**src/rtl/cache_arbiter.sv**
```systemverilog
// Arbitrates I-cache and D-cache line traffic onto one memory port.
// The winning request is latched at grant and held until mem_resp.
module cache_arbiter #(
    parameter int unsigned ADDR_W     = 32,
    parameter int unsigned LINE_W     = 256,
    parameter bit          D_PRIORITY = 1'b0
) (
    input  logic              clk,
    input  logic              rst,
    input  logic              i_pmem_read,
    input  logic [ADDR_W-1:0] i_pmem_address,
    output logic [LINE_W-1:0] i_pmem_rdata,
    output logic              i_pmem_resp,
    input  logic              d_pmem_read,
    input  logic              d_pmem_write,
    input  logic [ADDR_W-1:0] d_pmem_address,
    input  logic [LINE_W-1:0] d_pmem_wdata,
    output logic [LINE_W-1:0] d_pmem_rdata,
    output logic              d_pmem_resp,
    output logic              mem_read,
    output logic              mem_write,
    output logic [ADDR_W-1:0] mem_address,
    output logic [LINE_W-1:0] mem_wdata,
    input  logic [LINE_W-1:0] mem_rdata,
    input  logic              mem_resp
);

    typedef enum logic [1:0] {
        IDLE    = 2'd0,
        SERVE_I = 2'd1,
        SERVE_D = 2'd2,
        RELEASE = 2'd3
    } state_e;

    state_e              state_q, state_d;
    logic                last_d_q, last_d_d;
    logic                wr_q, wr_d;
    logic [ADDR_W-1:0]   addr_q, addr_d;
    logic [LINE_W-1:0]   wdata_q, wdata_d;
    logic                d_req;
    logic                gnt_i;
    logic                gnt_d;

    assign d_req = d_pmem_read | d_pmem_write;

    // State and latched transaction registers; last grant resets to D
    always_ff @(posedge clk or negedge rst) begin
        if (!rst) begin
            state_q  <= IDLE;
            last_d_q <= 1'b1;
            wr_q     <= 1'b0;
            addr_q   <= '0;
            wdata_q  <= '0;
        end else begin
            state_q  <= state_d;
            last_d_q <= last_d_d;
            wr_q     <= wr_d;
            addr_q   <= addr_d;
            wdata_q  <= wdata_d;
        end
    end

    // Arbitration in IDLE, completion tracking while serving
    always_comb begin
        state_d  = state_q;
        last_d_d = last_d_q;
        wr_d     = wr_q;
        addr_d   = addr_q;
        wdata_d  = wdata_q;
        gnt_i    = 1'b0;
        gnt_d    = 1'b0;
        unique case (state_q)
            IDLE: begin
                gnt_d = d_req &&
                        (!i_pmem_read || D_PRIORITY || !last_d_q);
                gnt_i = i_pmem_read && !gnt_d;
                if (gnt_d) begin
                    state_d  = SERVE_D;
                    last_d_d = 1'b1;
                    addr_d   = d_pmem_address;
                    wdata_d  = d_pmem_wdata;
                    wr_d     = d_pmem_write;
                end else if (gnt_i) begin
                    state_d  = SERVE_I;
                    last_d_d = 1'b0;
                    addr_d   = i_pmem_address;
                    wr_d     = 1'b0;
                end
            end
            SERVE_I, SERVE_D: begin
                if (mem_resp) begin
                    state_d = RELEASE;
                end
            end
            RELEASE: begin
                state_d = IDLE;
            end
            default: begin
                state_d = IDLE;
            end
        endcase
    end

    // Memory strobes and responses follow the registered state only
    always_comb begin
        mem_read     = 1'b0;
        mem_write    = 1'b0;
        i_pmem_resp  = 1'b0;
        d_pmem_resp  = 1'b0;
        mem_address  = addr_q;
        mem_wdata    = wdata_q;
        i_pmem_rdata = mem_rdata;
        d_pmem_rdata = mem_rdata;
        if (state_q == SERVE_I) begin
            mem_read    = 1'b1;
            i_pmem_resp = mem_resp;
        end
        if (state_q == SERVE_D) begin
            mem_read    = !wr_q;
            mem_write   = wr_q;
            d_pmem_resp = mem_resp;
        end
    end

endmodule

```
**config.mk**
```make
export PLATFORM = sky130hd
export DESIGN_NAME = cache_arbiter
export DESIGN_NICKNAME = d
export VERILOG_FILES = /design/src/rtl/cache_arbiter.sv
export SDC_FILE = /design/constraint.sdc
export NUM_CORES = 1
export LEC_CHECK = 0
export CORE_AREA = 2 2 538 540
export CTS_CLUSTER_SIZE = 8
export DETAILED_ROUTE_END_ITERATION = 10
export DIE_AREA = 0 0 540 542
export PLACE_DENSITY = 0.3
export REMOVE_ABC_BUFFERS = 1
export SYNTH_ARGS = -nofsm -noshare
export SYNTH_HDL_FRONTEND = slang
export SYNTH_SLANG_ARGS = --single-unit
```
**constraint.sdc**
```tcl
create_clock -name clk -period 5 [get_ports clk]
set_input_delay 1.5 -clock clk [delete_from_list [all_inputs] [get_ports clk]]
set_output_delay 1.5 -clock clk [all_outputs]
set_load 0.05 [all_outputs]
```
==> metrics, run 1 <==
CTS Sinks=292; Via density=2.30; worst vdd ir=0.309 mV; worst-path maximum fanout=3; Initial Util=5.58%; vias in the first global route=10700; Die H=542 µm; Setup CP Type=in -> out; Crit. End Element=primary output; first drt pass iteration count=4; Synth cell types=23; crit share post-route=94.5%; CTS tree=done; Yosys reg bits=292; CTS Buf Count=47; drt drc=0; via count=11900; core area=287000 µm²; worst-margin pin slew=1.02 ns; drt initial violations=1254; post-DP HPWL=263000 µm; # Max-Cap Violations=0; WP data arrival=3.23 ns; Finished Cell Area=24500 µm²; CTS resizes=0; Hold Buf Count CTS=0; synth top area cells=dfrtp_1 45%, buf_4 24%, mux2_4 21%; H-tree Lvls=2; Synth top area share=45.5%; antenna viol nets, final=0; Mapped Area=16000 µm²; Placed Area=23100 µm²; largest net degree at the start of global routing=70; share of cells above drive strength 1=25.0%; power per standard cell area=781 nW/µm²; I/O Pins=1386; per-cell routed wire length=57.4 µm; final max-slew violation count=0; Leak=0.00937 µW; routability congestion estimate=0.883; Die Wd=540 µm; post-synthesis sequential area ratio=45.6%; clock latency on the worst-skew pair=0.68 ns; Synth area leader=dfrtp_1; CTS root buf=clkbuf_16; antenna violations before repair=81; gr usage total=19.7%; Setup-failing EPs final=0; total congestion overflow=0; Clock Path Buffers=3; fmax=0.212 GHz; nature of the critical path startpoint=input pin; Slew HR=32.1%; Final nets=1945; Clock Skew=0.0302 ns; minimum clock period=4.73 ns; worst min path class=reg -> reg; Worst Path Required=3.50 ns; post-synthesis cell count=1220; r2r setup slk=2.66 ns; # Post-CTS Setup Buffers=0; final hold viol count=0; final wirelength=297000 µm; Overall Power=19100 µW; clk slew on worst S/H paths=0.05 ns; Ys Warns=0; Die Footprint=293000 µm²; Reg area=7310 µm²; RSZ-0062 raised after global routing=false; multi-input logic area=4530 µm²; syn avg cell area=13.1 µm²; Area Overhead vs Synth=53.1%; port bufs=617; Fillers=33200; status=completed; first-pass GRT wire length=325000 µm; Finished Core Util=8.54%; Site Rows=197
[final cells by class]
class	instances	area share, %
Sequential cell	292	29.8
Tap cell	3781	19.3
Antenna cell	10	0.102
Inverter	3	0.0459
Clock inverter	8	0.368
Multi-Input combinational cell	374	18.5
Timing Repair Buffer	641	26.6
Clock buffer	60	5.29
[worst paths after layout]
path | from | endpoint | cells after the start
setup reg to reg | state_q[0] | mem_wdata[136] | 5
max in group asynchronous | rst | mem_wdata[16] | 2
hold reg to reg | mem_address[14] | mem_address[14] | 2
hold / removal | mem_address[14] | mem_address[14] | 2
setup / recovery | mem_resp | i_pmem_resp | 3
min in group asynchronous | rst | mem_wdata[70] | 1
[state kept, by name, indices dropped and copies added, names as in the netlist]
| signal | cells |
|---|---|
| mem_address | 32 |
| last_d_q | 1 |
| mem_wdata | 256 |
| state_q | 2 |
| wr_q | 1 |
[per-stage QoR]
step	TNS [ns]	setup WS, ns	hold slack, ns	cells
2_1_floorplan	-998.35	-3.97	0.446	669
3_3_place_gp	0	0.211	0.478	5091
3_5_place_dp	0	0.212	0.474	5091
4_1_cts	0	0.212	0.486	5159
5_1_grt	0	0.184	0.502	5160
6_report	0	0.274	0.479	5169
[layout by cell type, fill, tap and decap left out, drive strengths merged]
master	Yosys	final
dfrtp	291	291
buf	548	32
and2	3	3
diode	0	10
nand2	35	35
nor2b	1	1
clkinvlp	0	4
ha	4	4
a21oi	2	2
o31ai	1	1
nor2	1	1
inv	3	4
a2bb2oi	1	1
o21ai	32	32
clkinv	0	2
clkbuf	3	60
mux2i	35	35
clkdlybuf4s50	0	609
nor3	1	1
bufinv	0	1
dfstp	1	1
a32o	1	1
mux2	257	257
[power by group]
group	total, µW	internal [µW]	switching [µW]
sequential	4320	3600	723
clock	3250	1840	1410
combinational	11600	4180	7390
[synthesized netlist by cell type]
library cell  number
dfstp_2            1
a32o_1             1
ha_1               4
nor3_1             1
mux2_4           220
a21oi_1            2
o21ai_0           32
nor2_1             1
nand2_1           34
buf_4            513
nor2b_1            1
clkbuf_1           3
nand2_2            1
mux2_2            28
a2bb2oi_2          1
mux2_1             9
dfrtp_1          291
buf_6             26
buf_2              9
and2_1             3
mux2i_1           35
inv_1              3
o31ai_1            1
[routing by layer]
layer	vias to the layer above	track usage, %	part of all wire (%)
li1	3792	-	-
met1	5384	11.3	21
met2	2304	30.2	43
met3	343	27.3	29
met4	43	7.96	5.1
met5	-	15.2	1.9
[logic make-up (layout without fill, tap and decap cells)]
logic type               Yosys count  after routing  synth area share [%]
multiplexers                     292            292                  25.4
adder cells (fa/ha/maj)            4              4                 0.313
flip-flops                       292            292                  45.6
AND/OR/NAND/NOR                   41             41                  1.05
other                              0             10                     0
AO/OA/AOI/OAI                     37             37                  1.27
buffers and inverters            554            712                  26.3
[worst max-delay path, stage by stage]
cell and delay (ns):
clkdlybuf4s50_1 0.70, and2_1 0.21, clkdlybuf4s50_1 0.81
Power figures use the tool's default switching activity.
==> run 2: changes to the inputs <==
Settings changed: SLEW_MARGIN set to 20.
Clock period 5 ns to 5.7 ns, I/O delays scaled along.
==> run 2 against run 1 <==
Combinational power fell by 13%. Final cell count fell by 0.23%. Sequential share of layout area rose by 0.12 points. Power fell by 11%. Via count rose by 1.6%. Sequential cell count did not move. Critical endpoint unchanged. Largest power group unchanged.
==> metrics, run 2 (synthesized netlist as in run 1, its figures left out) <==
WP data arrival=3.38 ns (+0.15 ns); CTS resizes=0 (unchanged); routability congestion estimate=0.887 (+0.40%); clock latency on the worst-skew pair=0.73 ns (+0.05 ns); gr usage total=19.7% (about the same); fin cells=5157 (-0.23%); # Max-Cap Violations=0 (unchanged); drt drc=0 (unchanged); share of cells above drive strength 1=24.5% (-0.51 points); Die H=542 µm (unchanged); cell-internal power=8480 µW (-12%); minimum clock period=5.09 ns; total congestion overflow=0 (unchanged); Area Overhead vs Synth=52.5%; Worst Path Required=3.99 ns (+0.49 ns); part of the power in registers=22.5% (about the same); antenna violations before repair=75 (-7.4%); Die Wd=540 µm (unchanged); max reg flops=256 (unchanged); drt initial violations=1022 (-19%); worst vdd ir=0.303 mV (-2.0%); commonest cells after routing, fill and taps aside=613 x clkdlybuf4s50_1, 291 x dfrtp_1, 220 x mux2_4; Slew HR=26.9% (-5.2 points); nature of the critical path startpoint=input pin; worst-margin pin slew=1.09 ns (+0.0776 ns); # Post-CTS Setup Buffers=0 (unchanged); first-pass GRT wire length=325000 µm (about the same); CTS root buf=clkbuf_16; via count=12100 (+1.6%); CTS Sinks=292 (unchanged); TNS Setup=0 ns (unchanged); global-route track usage on met2=29.7% (-0.51 points); Setup-failing EPs final=0 (unchanged); Final nets=1936 (-0.46%); per-cell routed wire length=57.5 µm (+0.27%); Fillers=33200 (+0.057%); power per standard cell area=694 nW/µm² (-11%); CTS tree=done; switching power=8470 µW (-11%); Leak=0.00933 µW (-0.41%); Hold Buf Count CTS=0 (unchanged); final hold viol count=0 (unchanged); worst min path class=reg -> reg; port bufs=617 (unchanged); post-DP HPWL=263000 µm (about the same); first drt pass iteration count=5 (+1); RSZ-0062 raised after global routing=false; final wirelength=297000 µm (about the same); switching portion of total power=50.0% (+0.23 points); Initial Util=5.58% (unchanged); most common cell after layout, fill and taps aside=clkdlybuf4s50_1; routing usage on met3=28.1% (+0.78 points); Clock Skew=0.101 ns (+0.0705 ns); I/O Pins=1386 (unchanged); crit share post-route=89.4%; Clock Path Buffers=3 (unchanged); core area=287000 µm² (unchanged); status=completed; CTS Buf Count=49 (+4.3%); Placed Instances=5080 (-0.22%); H-tree Lvls=2 (unchanged); antenna viol nets, final=0 (unchanged); Crit. End Element=primary output; largest net degree at the start of global routing=85 (+21%); clk slew on worst S/H paths=0.06 ns (about the same); Overall Power=17000 µW (-11%); fmax=0.196 GHz; Site Rows=197 (unchanged); Via density=2.34 (+1.9%); hold path depth=2 (unchanged); vias in the first global route=10800 (+1.1%); Comb power frac=59.8% (-0.6 points); Die Footprint=293000 µm² (unchanged); final max-slew violation count=0 (unchanged); clock share of power=17.7% (+0.7 points); Setup CP Type=in -> out; M1 GR Usage=10.6% (-0.72 points); FF-to-FF path depth=5 (unchanged); worst-path maximum fanout=3 (unchanged); GRT busiest layer=met2
run 2: layout make-up:
type	count	area (µm²)	share of cell area, %
Sequential cell	292	7310	29.9
Antenna cell	2	5.00	0.0205
Clock inverter	10	118	0.482
Clock buffer	65	1380	5.64
Tap cell	3781	4730	19.4
Inverter	3	11.3	0.0461
Timing Repair Buffer	630	6330	25.9
Multi-Input combinational cell	374	4530	18.6
run 2: critical path, cell delays in order:
cell             delay, ns
clkdlybuf4s50_1       0.65
and2_1                0.21
clkdlybuf4s50_1       0.81
run 2: power groups by stage:
stage          logic (µW)  registers (µW)  clock network (µW)
3_3_place_gp        10400            3840                   0
6_report            10100            3820                3000
5_1_grt             10700            3970                3240
4_1_cts             10400            3840                3190
2_1_floorplan        2800            7370                   0
3_5_place_dp        10300            3830                   0
run 2: worst paths after layout:
kind,from,to,slack [ns]
worst max-delay path,mem_resp,i_pmem_resp,0.61
worst min-delay path,mem_address[12],mem_address[12],0.48
worst max register to register,state_q[0],mem_wdata[249],3.25
worst min register to register,mem_address[12],mem_address[12],0.48
max in group asynchronous,rst,mem_wdata[65],3.50
min in group asynchronous,rst,mem_wdata[41],1.01
run 2: stage by stage:
step                util, %  instance area (µm²)  hold WS, ns  setup slack (ns)
finish                 8.51                24400        0.480             0.606
global route           8.51                24400        0.513             0.546
CTS                    8.51                24400        0.482             0.578
detailed placement     7.99                22900        0.469             0.578
global placement       7.99                22900        0.478             0.567
floorplan                 -                11800        0.446             -3.48
run 2: layer usage:
layer,vias up,part of all wire (%),routed length [µm]
li1,3770,-,-
met1,5453,19,57800
met2,2428,43,126000
met3,354,30,88700
met4,56,5.8,17300
met5,-,2.3,6700
==> run 3: changes to the inputs <==
Settings changed: RECOVER_POWER set to 100.
==> run 3 against run 2 <==
The run now ends with max-capacitance violations, max-slew violations left. Power shrank 8.0%. Largest cell class unchanged. Global-route usage is the same. Clock power is essentially flat. Die area is the same. Largest power group unchanged. Wire length shrank 0.18%. Fmax shrank 3.8%. Critical path type is now in -> reg. Sequential share of layout area grew 1.1 points. Final cell count is essentially flat.
==> metrics, run 3 (synthesized netlist as in run 1, its figures left out) <==
clk slew on worst S/H paths=0.06 ns (about the same); Clock Skew=0.0953 ns (-0.00538 ns); worst vdd ir=0.286 mV (-5.7%); worst min path class=reg -> reg; Overall Power=15600 µW (-8.0%); H-tree Lvls=2 (unchanged); antenna violations before repair=76 (+1.3%); Setup-failing EPs final=0 (unchanged); I/O Pins=1386 (unchanged); antenna viol nets, final=0 (unchanged); per-cell routed wire length=57.4 µm (-0.26%); worst-path maximum fanout=35 (+32); final hold viol count=0 (unchanged); Die Footprint=293000 µm² (unchanged); vias in the first global route=10800 (unchanged); failing checks=max-capacitance violations, max-slew violations; minimum clock period=5.30 ns (+0.204 ns); CTS Buf Count=49 (unchanged); clock latency on the worst-skew pair=0.73 ns (about the same); Die H=542 µm (unchanged); routability congestion estimate=0.887 (unchanged); gr usage total=19.7% (unchanged); CTS Sinks=292 (unchanged); largest net degree at the start of global routing=85 (unchanged); final wirelength=296000 µm (-0.18%); crit share post-route=92.9% (+3.6 points); drt drc=0 (unchanged); final max-slew violation count=148 (+148); first-pass GRT wire length=325000 µm (unchanged); Slew HR=-114% (-140 points); post-DP HPWL=263000 µm (unchanged); Hold Buf Count CTS=0 (unchanged); total congestion overflow=0 (unchanged); most common cell after layout, fill and taps aside=clkdlybuf4s50_1; Reg area=7310 µm² (unchanged); first drt pass iteration count=5 (unchanged); multi-input logic area=3720 µm² (-18%); # Post-CTS Setup Buffers=0 (unchanged); Setup CP Type=in -> reg; CTS resizes=0 (unchanged); max reg flops=256 (unchanged); Via density=2.33 (-0.24%); TNS Setup=0 ns (unchanged); commonest cells after routing, fill and taps aside=323 x clkdlybuf4s50_1, 291 x dfrtp_1, 290 x dlygate4sd3_1; RSZ-0062 raised after global routing=false; Initial Util=5.58% (unchanged); CTS root buf=clkbuf_16; fmax=0.189 GHz (-3.8%); WP data arrival=5.90 ns (+2.52 ns); CTS tree=done; Clock Path Buffers=3 (unchanged); DR top layer=met5; Area Overhead vs Synth=47.2%; nature of the critical path startpoint=input pin; Worst Path Required=6.31 ns (+2.32 ns); Site Rows=197 (unchanged); Fillers=33300 (+0.51%); M1 wire length=57500 µm (-0.44%); Die Wd=540 µm (unchanged); core area=287000 µm² (unchanged); port bufs=617 (unchanged); power per standard cell area=662 nW/µm² (-4.6%); worst-margin pin slew=3.20 ns (+2.11 ns); # Max-Cap Violations=3 (+3); status=complete, but fails checks; metal3 WL=88500 µm (-0.18%); Crit. End Element=flop; via count=12000 (-0.17%); drt initial violations=1039 (+1.7%); Leak=0.00841 µW (-9.9%); share of cells above drive strength 1=8.66% (-16 points); routed length on met2=126000 µm (about the same); Final nets=1936 (unchanged)
run 3: area by class of cell:
cell class                      instances  share of cell area (%)
Antenna cell                            6                  0.0637
Clock buffer                           65                    5.84
Clock inverter                         10                   0.499
Inverter                                3                  0.0478
Multi-Input combinational cell        374                    15.8
Sequential cell                       292                    31.0
Tap cell                             3781                    20.1
Timing Repair Buffer                  630                    26.6
run 3: layer usage:
metal	GRT usage, %	vias to the layer above
li1	-	3798
met1	10.6	5420
met2	29.7	2414
met3	28.1	353
met4	9.25	56
met5	16.9	-
run 3: per-stage QoR:
stage	hold WS, ns	utilization (%)	instances	setup WS [ns]	instance area (µm²)
finish	0.474	8.21	5161	0.402	23600
global route	0.495	8.21	5158	0.337	23600
CTS	0.482	8.51	5155	0.578	24400
detailed placement	0.469	7.99	5080	0.578	22900
global placement	0.478	7.99	5080	0.567	22900
floorplan	0.446	-	669	-3.48	11800
run 3: power by group:
part | leakage (µW) | internal (µW) | switching (µW) | total [µW]
Combinational | 0.00421 | 2450 | 6410 | 8870
Clock | 0.000731 | 1720 | 1280 | 3000
Sequential | 0.00347 | 3150 | 583 | 3740
run 3: worst paths after layout:
| path | endpoint | startpoint | slack, ns | cells past startpoint |
|---|---|---|---|---|
| worst max-delay path | mem_address[13] | d_pmem_write | 0.40 | 5 |
| worst min-delay path | mem_address[12] | mem_address[12] | 0.47 | 2 |
| worst max register to register | mem_wdata[68] | state_q[0] | 1.76 | 5 |
| worst min register to register | mem_address[12] | mem_address[12] | 0.47 | 2 |
| max in group asynchronous | mem_wdata[120] | rst | 1.15 | 2 |
| min in group asynchronous | mem_wdata[41] | rst | 1.79 | 1 |
run 3: critical path, cell delays in order:
cell and delay [ns]:
dlygate4sd3_1 0.70, a2bb2oi_4 0.16, clkbuf_1 2.24, mux2i_1 0.64, o21ai_0 0.35
